==> config.mk <==
export PLATFORM = sky130hd
export DESIGN_NAME = tcp_tx_seg_engine
export DESIGN_NICKNAME = d
export VERILOG_FILES = /design/src/rtl/tcp_pkg.sv /design/src/rtl/tcp_tx_seg_datap.sv /design/src/rtl/tcp_tx_seg_engine.sv
export SDC_FILE = /design/constraint.sdc
export NUM_CORES = 1
export LEC_CHECK = 0
export BUFFER_PORTS_ARGS = -buffer_cell sky130_fd_sc_hd__buf_2
export CAP_MARGIN = 20
export CORE_AREA = 2 2 221 223
export CTS_CLUSTER_SIZE = 12
export DETAILED_ROUTE_END_ITERATION = 8
export DIE_AREA = 0 0 223 225
export SYNTH_ARGS = -nofsm -noshare
export SYNTH_HDL_FRONTEND = slang
export SYNTH_HIERARCHICAL = 1
export SYNTH_SLANG_ARGS = --single-unit
export TNS_END_PERCENT = 10
==> constraint.sdc <==
create_clock -name clk -period 7.2 [get_ports clk]
set_input_delay 1.08 -clock clk [delete_from_list [all_inputs] [get_ports clk]]
set_output_delay 1.08 -clock clk [all_outputs]
set_load 0.005 [all_outputs]
==> src/rtl/tcp_pkg.sv <==
// Shared types and constants for the TCP transmit segment engine.
package tcp_pkg;

  localparam int FLOWID_W         = 4;
  localparam int TX_PAYLOAD_PTR_W = 16;
  localparam int PTR_FULL_W       = TX_PAYLOAD_PTR_W + 1;
  localparam int IP_ADDR_W        = 32;
  localparam int TX_MSS_DEFAULT   = 1460;

  localparam logic [7:0] TCP_FLAG_FIN = 8'h01;
  localparam logic [7:0] TCP_FLAG_SYN = 8'h02;
  localparam logic [7:0] TCP_FLAG_RST = 8'h04;
  localparam logic [7:0] TCP_FLAG_PSH = 8'h08;
  localparam logic [7:0] TCP_FLAG_ACK = 8'h10;

  // Read channel indices into the per-channel issued/received vectors.
  localparam int CH_TX    = 0;
  localparam int CH_RX    = 1;
  localparam int CH_HEAD  = 2;
  localparam int CH_TAIL  = 3;
  localparam int CH_TUPLE = 4;
  localparam int NUM_CH   = 5;

  typedef enum logic [1:0] {
    TX_SEG_IDLE  = 2'd0,
    TX_SEG_FETCH = 2'd1,
    TX_SEG_CALC  = 2'd2,
    TX_SEG_EMIT  = 2'd3
  } tx_seg_state_e;

  typedef struct packed {
    logic [31:0]           our_seq;
    logic [PTR_FULL_W-1:0] unsent_ptr;
    logic [15:0]           their_win;
  } smol_tx_state_struct;

  typedef struct packed {
    logic [31:0] ack_num;
  } smol_rx_state_struct;

  typedef struct packed {
    logic [IP_ADDR_W-1:0] host_ip;
    logic [IP_ADDR_W-1:0] dest_ip;
    logic [15:0]          host_port;
    logic [15:0]          dest_port;
  } four_tuple_struct;

  typedef struct packed {
    logic [15:0] src_port;
    logic [15:0] dst_port;
    logic [31:0] seq_num;
    logic [31:0] ack_num;
    logic [7:0]  flags;
    logic [15:0] win_size;
  } tcp_pkt_hdr;

  typedef struct packed {
    logic [TX_PAYLOAD_PTR_W-1:0] addr;
    logic [PTR_FULL_W-1:0]       size;
  } smol_payload_buf_struct;

  typedef struct packed {
    logic [PTR_FULL_W-1:0] len;
    logic                  has_data;
  } tx_seg_calc_struct;

  localparam int SMOL_TX_STATE_STRUCT_W = $bits(smol_tx_state_struct);

  function automatic logic [PTR_FULL_W-1:0] ptr_min(input logic [PTR_FULL_W-1:0] a,
                                                    input logic [PTR_FULL_W-1:0] b);
    return (a < b) ? a : b;
  endfunction

endpackage

==> src/rtl/tcp_tx_seg_datap.sv <==
// Datapath for the tx segment engine: response latches, segment sizing, header and writeback build.
module tcp_tx_seg_datap
  import tcp_pkg::*;
#(
  parameter int          TX_MSS  = TX_MSS_DEFAULT,
  parameter logic [15:0] ADV_WIN = 16'hFFFF
) (
  input  logic                   clk,
  input  logic                   rst,
  input  logic                   cmd_fire,
  input  logic [FLOWID_W-1:0]    cmd_flowid,
  input  logic                   cmd_force_ack,
  input  logic                   calc_en,
  input  logic [NUM_CH-1:0]      resp_fire,
  input  smol_tx_state_struct    tx_state_resp,
  input  smol_rx_state_struct    rx_state_resp,
  input  logic [PTR_FULL_W-1:0]  head_resp,
  input  logic [PTR_FULL_W-1:0]  tail_resp,
  input  four_tuple_struct       tuple_resp,
  output logic [FLOWID_W-1:0]    flowid,
  output logic                   force_ack,
  output tx_seg_calc_struct      calc,
  output tcp_pkt_hdr             pkt_hdr,
  output logic [IP_ADDR_W-1:0]   src_ip,
  output logic [IP_ADDR_W-1:0]   dst_ip,
  output smol_payload_buf_struct payload_entry,
  output smol_tx_state_struct    wb_data
);

  localparam logic [PTR_FULL_W-1:0] MSS_PTR = PTR_FULL_W'(TX_MSS);

  smol_tx_state_struct   tx_st_r;
  smol_rx_state_struct   rx_st_r;
  logic [PTR_FULL_W-1:0] head_r;
  logic [PTR_FULL_W-1:0] tail_r;
  four_tuple_struct      tuple_r;

  logic [PTR_FULL_W-1:0] avail;
  logic [PTR_FULL_W-1:0] inflight;
  logic [PTR_FULL_W-1:0] win_ext;
  logic [PTR_FULL_W-1:0] win_left;
  logic [PTR_FULL_W-1:0] len_nxt;
  tx_seg_calc_struct     calc_nxt;

  always_ff @(posedge clk) begin
    if (rst) begin
      flowid    <= '0;
      force_ack <= 1'b0;
      tx_st_r   <= '0;
      rx_st_r   <= '0;
      head_r    <= '0;
      tail_r    <= '0;
      tuple_r   <= '0;
      calc      <= '0;
    end else begin
      if (cmd_fire) begin
        flowid    <= cmd_flowid;
        force_ack <= cmd_force_ack;
      end
      if (resp_fire[CH_TX])    tx_st_r <= tx_state_resp;
      if (resp_fire[CH_RX])    rx_st_r <= rx_state_resp;
      if (resp_fire[CH_HEAD])  head_r  <= head_resp;
      if (resp_fire[CH_TAIL])  tail_r  <= tail_resp;
      if (resp_fire[CH_TUPLE]) tuple_r <= tuple_resp;
      if (calc_en)             calc    <= calc_nxt;
    end
  end

  // Pointers carry one extra wrap bit, so plain modular subtraction gives distances.
  always_comb begin
    avail    = tail_r - tx_st_r.unsent_ptr;
    inflight = tx_st_r.unsent_ptr - head_r;
    win_ext  = PTR_FULL_W'(tx_st_r.their_win);
    win_left = (win_ext > inflight) ? (win_ext - inflight) : '0;
    len_nxt  = ptr_min(ptr_min(avail, MSS_PTR), win_left);
    calc_nxt          = '0;
    calc_nxt.len      = len_nxt;
    calc_nxt.has_data = (len_nxt != '0);
  end

  always_comb begin
    pkt_hdr          = '0;
    pkt_hdr.src_port = tuple_r.host_port;
    pkt_hdr.dst_port = tuple_r.dest_port;
    pkt_hdr.seq_num  = tx_st_r.our_seq;
    pkt_hdr.ack_num  = rx_st_r.ack_num;
    pkt_hdr.flags    = calc.has_data ? (TCP_FLAG_ACK | TCP_FLAG_PSH) : TCP_FLAG_ACK;
    pkt_hdr.win_size = ADV_WIN;

    src_ip = tuple_r.host_ip;
    dst_ip = tuple_r.dest_ip;

    payload_entry      = '0;
    payload_entry.addr = tx_st_r.unsent_ptr[TX_PAYLOAD_PTR_W-1:0];
    payload_entry.size = calc.len;

    wb_data            = tx_st_r;
    wb_data.our_seq    = tx_st_r.our_seq + 32'(calc.len);
    wb_data.unsent_ptr = tx_st_r.unsent_ptr + calc.len;
  end

endmodule

==> src/rtl/tcp_tx_seg_engine.sv <==
// Transmit segment engine: FSM and handshake control around tcp_tx_seg_datap.
// state | meaning
// IDLE  | waiting for a scheduler command
// FETCH | five state reads outstanding, any response order
// CALC  | registering segment length
// EMIT  | enqueue header/payload and write back tx state, each until handshaken
module tcp_tx_seg_engine
  import tcp_pkg::*;
#(
  parameter int          TX_MSS  = TX_MSS_DEFAULT,
  parameter logic [15:0] ADV_WIN = 16'hFFFF
) (
  input  logic                   clk,
  input  logic                   rst,

  input  logic                   sched_tx_cmd_val,
  output logic                   sched_tx_cmd_rdy,
  input  logic [FLOWID_W-1:0]    sched_tx_cmd_flowid,
  input  logic                   sched_tx_cmd_force_ack,

  output logic                   tx_state_rd_req_val,
  input  logic                   tx_state_rd_req_rdy,
  output logic [FLOWID_W-1:0]    tx_state_rd_req_addr,
  input  logic                   tx_state_rd_resp_val,
  output logic                   tx_state_rd_resp_rdy,
  input  smol_tx_state_struct    tx_state_rd_resp_data,

  output logic                   rx_state_rd_req_val,
  input  logic                   rx_state_rd_req_rdy,
  output logic [FLOWID_W-1:0]    rx_state_rd_req_addr,
  input  logic                   rx_state_rd_resp_val,
  output logic                   rx_state_rd_resp_rdy,
  input  smol_rx_state_struct    rx_state_rd_resp_data,

  output logic                   tx_head_ptr_rd_req_val,
  input  logic                   tx_head_ptr_rd_req_rdy,
  output logic [FLOWID_W-1:0]    tx_head_ptr_rd_req_addr,
  input  logic                   tx_head_ptr_rd_resp_val,
  output logic                   tx_head_ptr_rd_resp_rdy,
  input  logic [PTR_FULL_W-1:0]  tx_head_ptr_rd_resp_data,

  output logic                   tx_tail_ptr_rd_req_val,
  input  logic                   tx_tail_ptr_rd_req_rdy,
  output logic [FLOWID_W-1:0]    tx_tail_ptr_rd_req_addr,
  input  logic                   tx_tail_ptr_rd_resp_val,
  output logic                   tx_tail_ptr_rd_resp_rdy,
  input  logic [PTR_FULL_W-1:0]  tx_tail_ptr_rd_resp_data,

  output logic                   tuple_rd_req_val,
  input  logic                   tuple_rd_req_rdy,
  output logic [FLOWID_W-1:0]    tuple_rd_req_addr,
  input  logic                   tuple_rd_resp_val,
  output logic                   tuple_rd_resp_rdy,
  input  four_tuple_struct       tuple_rd_resp_data,

  output logic                   tx_state_wr_req_val,
  input  logic                   tx_state_wr_req_rdy,
  output logic [FLOWID_W-1:0]    tx_state_wr_req_addr,
  output smol_tx_state_struct    tx_state_wr_req_data,

  output logic                   tx_send_pkt_enq_req_val,
  input  logic                   tx_send_pkt_enq_req_rdy,
  output logic [FLOWID_W-1:0]    tx_send_pkt_enq_flowid,
  output tcp_pkt_hdr             tx_send_pkt_enq_pkt,
  output logic [IP_ADDR_W-1:0]   tx_send_pkt_enq_src_ip,
  output logic [IP_ADDR_W-1:0]   tx_send_pkt_enq_dst_ip,
  output smol_payload_buf_struct tx_send_pkt_enq_payload_entry
);

  tx_seg_state_e     state_r, state_nxt;
  logic [NUM_CH-1:0] issued_r, got_r;
  logic [NUM_CH-1:0] req_val, req_rdy, resp_val, resp_rdy;
  logic [NUM_CH-1:0] req_fire, resp_fire;
  logic              enq_done_r, wb_done_r;
  logic              cmd_fire, enq_fire, wb_fire;
  logic              send, has_data, enq_ok, wb_ok;
  logic              in_fetch;

  logic [FLOWID_W-1:0] flowid;
  logic                force_ack;
  tx_seg_calc_struct   calc;

  assign req_rdy  = {tuple_rd_req_rdy, tx_tail_ptr_rd_req_rdy, tx_head_ptr_rd_req_rdy,
                     rx_state_rd_req_rdy, tx_state_rd_req_rdy};
  assign resp_val = {tuple_rd_resp_val, tx_tail_ptr_rd_resp_val, tx_head_ptr_rd_resp_val,
                     rx_state_rd_resp_val, tx_state_rd_resp_val};

  assign in_fetch  = (state_r == TX_SEG_FETCH);
  assign req_val   = {NUM_CH{in_fetch}} & ~issued_r;
  assign resp_rdy  = {NUM_CH{in_fetch}} & ~got_r;
  assign req_fire  = req_val & req_rdy;
  assign resp_fire = resp_val & resp_rdy;

  assign {tuple_rd_req_val, tx_tail_ptr_rd_req_val, tx_head_ptr_rd_req_val,
          rx_state_rd_req_val, tx_state_rd_req_val} = req_val;
  assign {tuple_rd_resp_rdy, tx_tail_ptr_rd_resp_rdy, tx_head_ptr_rd_resp_rdy,
          rx_state_rd_resp_rdy, tx_state_rd_resp_rdy} = resp_rdy;

  assign tx_state_rd_req_addr    = flowid;
  assign rx_state_rd_req_addr    = flowid;
  assign tx_head_ptr_rd_req_addr = flowid;
  assign tx_tail_ptr_rd_req_addr = flowid;
  assign tuple_rd_req_addr       = flowid;
  assign tx_state_wr_req_addr    = flowid;
  assign tx_send_pkt_enq_flowid  = flowid;

  assign has_data = calc.has_data;
  assign send     = calc.has_data | force_ack;
  assign cmd_fire = sched_tx_cmd_val & sched_tx_cmd_rdy;
  assign enq_fire = tx_send_pkt_enq_req_val & tx_send_pkt_enq_req_rdy;
  assign wb_fire  = tx_state_wr_req_val & tx_state_wr_req_rdy;

  always_ff @(posedge clk) begin
    if (rst) begin
      state_r    <= TX_SEG_IDLE;
      issued_r   <= '0;
      got_r      <= '0;
      enq_done_r <= 1'b0;
      wb_done_r  <= 1'b0;
    end else begin
      state_r <= state_nxt;
      if (cmd_fire) begin
        issued_r   <= '0;
        got_r      <= '0;
        enq_done_r <= 1'b0;
        wb_done_r  <= 1'b0;
      end else begin
        issued_r <= issued_r | req_fire;
        got_r    <= got_r | resp_fire;
        if (enq_fire) enq_done_r <= 1'b1;
        if (wb_fire)  wb_done_r  <= 1'b1;
      end
    end
  end

  always_comb begin
    state_nxt               = state_r;
    sched_tx_cmd_rdy        = 1'b0;
    tx_send_pkt_enq_req_val = 1'b0;
    tx_state_wr_req_val     = 1'b0;
    enq_ok                  = 1'b0;
    wb_ok                   = 1'b0;
    case (state_r)
      TX_SEG_IDLE: begin
        sched_tx_cmd_rdy = ~rst;
        if (sched_tx_cmd_val && !rst) state_nxt = TX_SEG_FETCH;
      end
      TX_SEG_FETCH: begin
        if (&(got_r | resp_fire)) state_nxt = TX_SEG_CALC;
      end
      TX_SEG_CALC: begin
        state_nxt = TX_SEG_EMIT;
      end
      TX_SEG_EMIT: begin
        tx_send_pkt_enq_req_val = send & ~enq_done_r;
        tx_state_wr_req_val     = has_data & ~wb_done_r;
        enq_ok = ~send | enq_done_r | enq_fire;
        wb_ok  = ~has_data | wb_done_r | wb_fire;
        if (enq_ok && wb_ok) state_nxt = TX_SEG_IDLE;
      end
      default: state_nxt = TX_SEG_IDLE;
    endcase
  end

  tcp_tx_seg_datap #(
    .TX_MSS  (TX_MSS),
    .ADV_WIN (ADV_WIN)
  ) u_datap (
    .clk           (clk),
    .rst           (rst),
    .cmd_fire      (cmd_fire),
    .cmd_flowid    (sched_tx_cmd_flowid),
    .cmd_force_ack (sched_tx_cmd_force_ack),
    .calc_en       (state_r == TX_SEG_CALC),
    .resp_fire     (resp_fire),
    .tx_state_resp (tx_state_rd_resp_data),
    .rx_state_resp (rx_state_rd_resp_data),
    .head_resp     (tx_head_ptr_rd_resp_data),
    .tail_resp     (tx_tail_ptr_rd_resp_data),
    .tuple_resp    (tuple_rd_resp_data),
    .flowid        (flowid),
    .force_ack     (force_ack),
    .calc          (calc),
    .pkt_hdr       (tx_send_pkt_enq_pkt),
    .src_ip        (tx_send_pkt_enq_src_ip),
    .dst_ip        (tx_send_pkt_enq_dst_ip),
    .payload_entry (tx_send_pkt_enq_payload_entry),
    .wb_data       (tx_state_wr_req_data)
  );

endmodule
==> results.cfg <==
[global_route]
antenna_found_initial = 12
grt_pass1_vias = 13156
grt_pass1_wl_um = 76600
grt_start_max_net_pins = 101
globalRouteTotalUtil_pct = 19.6
grt-ovfl-total = 0

[setup_path]
end_kind = flop
critPathKind = flop to flop
critPathArrivalTime_ns = 7.27
cpPeakStageDelay_ns = 0.55
crit_path_start_kind = flop
cp.required_ns = 7.69
path_max_fanout = 9
critical-path-slowest-cell = or4_4

[drt]
drcViolationCount = 0
drt_pass1_iterations = 5
viasPerCell = 4.87
drt-initial-drc-count = 836
vias = 13835
wl_um = 52400
wire_per_inst_um = 18.4
ant_nets = 0

[final_layout]
final_net_count = 2555
area_growth_pct = 23.1
fillers = 4852
drive_gt1_share_pct = 29.6
multiInputGateArea_um2 = 8900
register_area_um2 = 5290

[cts]
clk_latency_ns = 0.59
cts_max_level = 1
ctsResizeCount = 0
cts_buffers = 31
clock-root-buffer = clkbuf_16
clock-sinks = 264
post_cts_buffers = 0
cts_tree = done
holdBufCountCts = 0
cts_buffer_depth = 3
clk_pin_slew_ns = 0.07

[outcome]
status = finished clean

[power]
ir_drop_v = 0.000267
p_leak_nw = 8.99
powerDensity_nw_per_um2 = 358

[logic_synthesis]
synth_seq_area_share_pct = 33.8
yosysTopAreaCell = dfxtp_1
postSynthCellCount = 1776
ys.flop_type = dfxtp_1
ys_seq_elements = 264
synth_commonest_cells = 294 x nor2_1, 264 x dfxtp_1, 234 x mux2i_1, 131 x buf_4, 102 x ha_1
yosys.area.top_type_share_pct = 33.8
synth-edff-count = 0
synth_most_common_cell = nor2_1
ys.warnings.count = 6
synth.distinct_cells = 82
syn_area_um2 = 15600
avgSynthCellArea_um2 = 8.81
synthArstFlopShare_pct = 0
netlist_top_cells_area = dfxtp_1 34%, mux2i_1 15%, ha_1 8.2%

[timing]
max_freq_ghz = 0.147
fin_crit_ns = 6.78
hold_viol_final = 0
setup_viol = 0
slew_viol_final = 0
worst_slew_pin_slew_ns = 1.07
relSlewSlack_pct = 28.9
rsz0062_at_grt = no
tns_ns = 0
period_share_pct = 94.2
holdWs_ns = 0.471
skew_ns = 0.0148

[worst_hold_path]
holdCritPathClass = flop to flop

[placed_design]
dp_hpwl_um = 42000
gp_congestion = 0.879
portBuffers = 546

[floorplanning]
dieHeight_um = 225
start_util_pct = 32.9
die_area_um2 = 50200
core_area_um2 = 47500
fp.dieW_um = 223
rows = 80
ioPinCount = 570

[flow_run]
max_cap_viol_count = 0
## metrics by stage
stage	setup slack (ns)	cell area [um2]	utilization [%]	cells	total power (W)
detailed placement	0.343	18200	38.2	2783	0.00522
global route	0.00976	19200	40.5	2839	0.00735
global placement	0.434	18200	38.2	2783	0.00520
finish	0.420	19200	40.5	2842	0.00689
CTS	0.287	19200	40.4	2839	0.00692
floorplan	0.649	15700	-	1803	0.00418
## flip-flops by register name, indices dropped and copies added, names as in the netlist, 16 cells and up
signal,flops
u_datap/pkt_hdr,64
u_datap/dst_ip,32
u_datap/rx_st_r,32
u_datap/src_ip,32
u_datap/calc,18
u_datap/head_r,17
u_datap/tail_r,17
u_datap/payload_entry,16
u_datap/wb_data,16
## layer usage
metal	GRT usage, %	vias to the layer above	part of all wire (%)
met4	4.83	18	2.0
met1	25.3	6421	44
met2	32.9	445	47
li1	-	6872	-
met5	0	-	0.20
met3	4.80	79	6.9
## power by group
| group | switching [W] | internal, W | leakage [nW] |
|---|---|---|---|
| clock | 0.000669 | 0.00100 | 0.513 |
| sequential | 0.000153 | 0.00164 | 2.14 |
| combinational | 0.00198 | 0.00145 | 6.34 |
## critical path: cells and delay by family, from the launching register on
family	cells	cell delay [ns]
XOR/XNOR	1	0.15
adder cells (fa/ha/maj)	3	0.82
flip-flops	1	0.40
buffers and inverters	2	0.24
AND/OR/NAND/NOR	12	2.85
AO/OA/AOI/OAI	12	2.18
## kinds of logic (layout without fill, tap and decap cells)
kind of cell               count (synthesis)  after routing  share of synthesized area, %
AOI/OAI and AO/OA                        252            252                          11.3
xor gates and xnor gates                  75             75                          4.20
adders and majority gates                107            107                          8.80
buffers and inverters                    282            703                          10.0
DFF                                      264            264                          33.8
muxes                                    234            234                          15.0
other                                      2             32                        0.0480
and+or+nand+nor                          560            560                          16.9
## path summary, 6_finish.rpt
kind	slack (ns)	start	end	cells after the start
worst max register to register	0.42	u_datap/payload_entry[17]	u_datap/calc[0]	30
worst min register to register	0.47	enq_done_r	enq_done_r	2
worst min-delay path	0.47	enq_done_r	enq_done_r	2
worst max-delay path	0.42	u_datap/payload_entry[17]	u_datap/calc[0]	30
## cells in the final DEF, fill, tap and decap left out, types with 9 or more instances in the layout
cell and count:
buf_2 545, nor2_1 293, dfxtp_1 263, mux2i_1 234
ha_1 102, inv_1 75, a21oi_1 73, nand2_1 60
xnor2_1 51, nand3_1 34, clkbuf_16 31, o21ai_0 30
conb_1 29, buf_4 25, xor2_1 24, a21o_1 23
nor3_1 22, nand4_1 22, nor2b_1 20, and2_1 18
and3_1 17, o21a_1 16, a211oi_1 13, and4_1 11
a31oi_1 10, o211ai_1 9
## layout make-up
class	count	area share (%)
Sequential cell	264	27.5
Multi-Input combinational cell	1257	46.2
Inverter	76	1.48
Tap cell	615	4.00
Antenna cell	3	0.0390
Timing Repair Buffer	571	15.2
Clock buffer	41	4.38
Clock inverter	15	1.19
(Power assumes the default switching activity.)
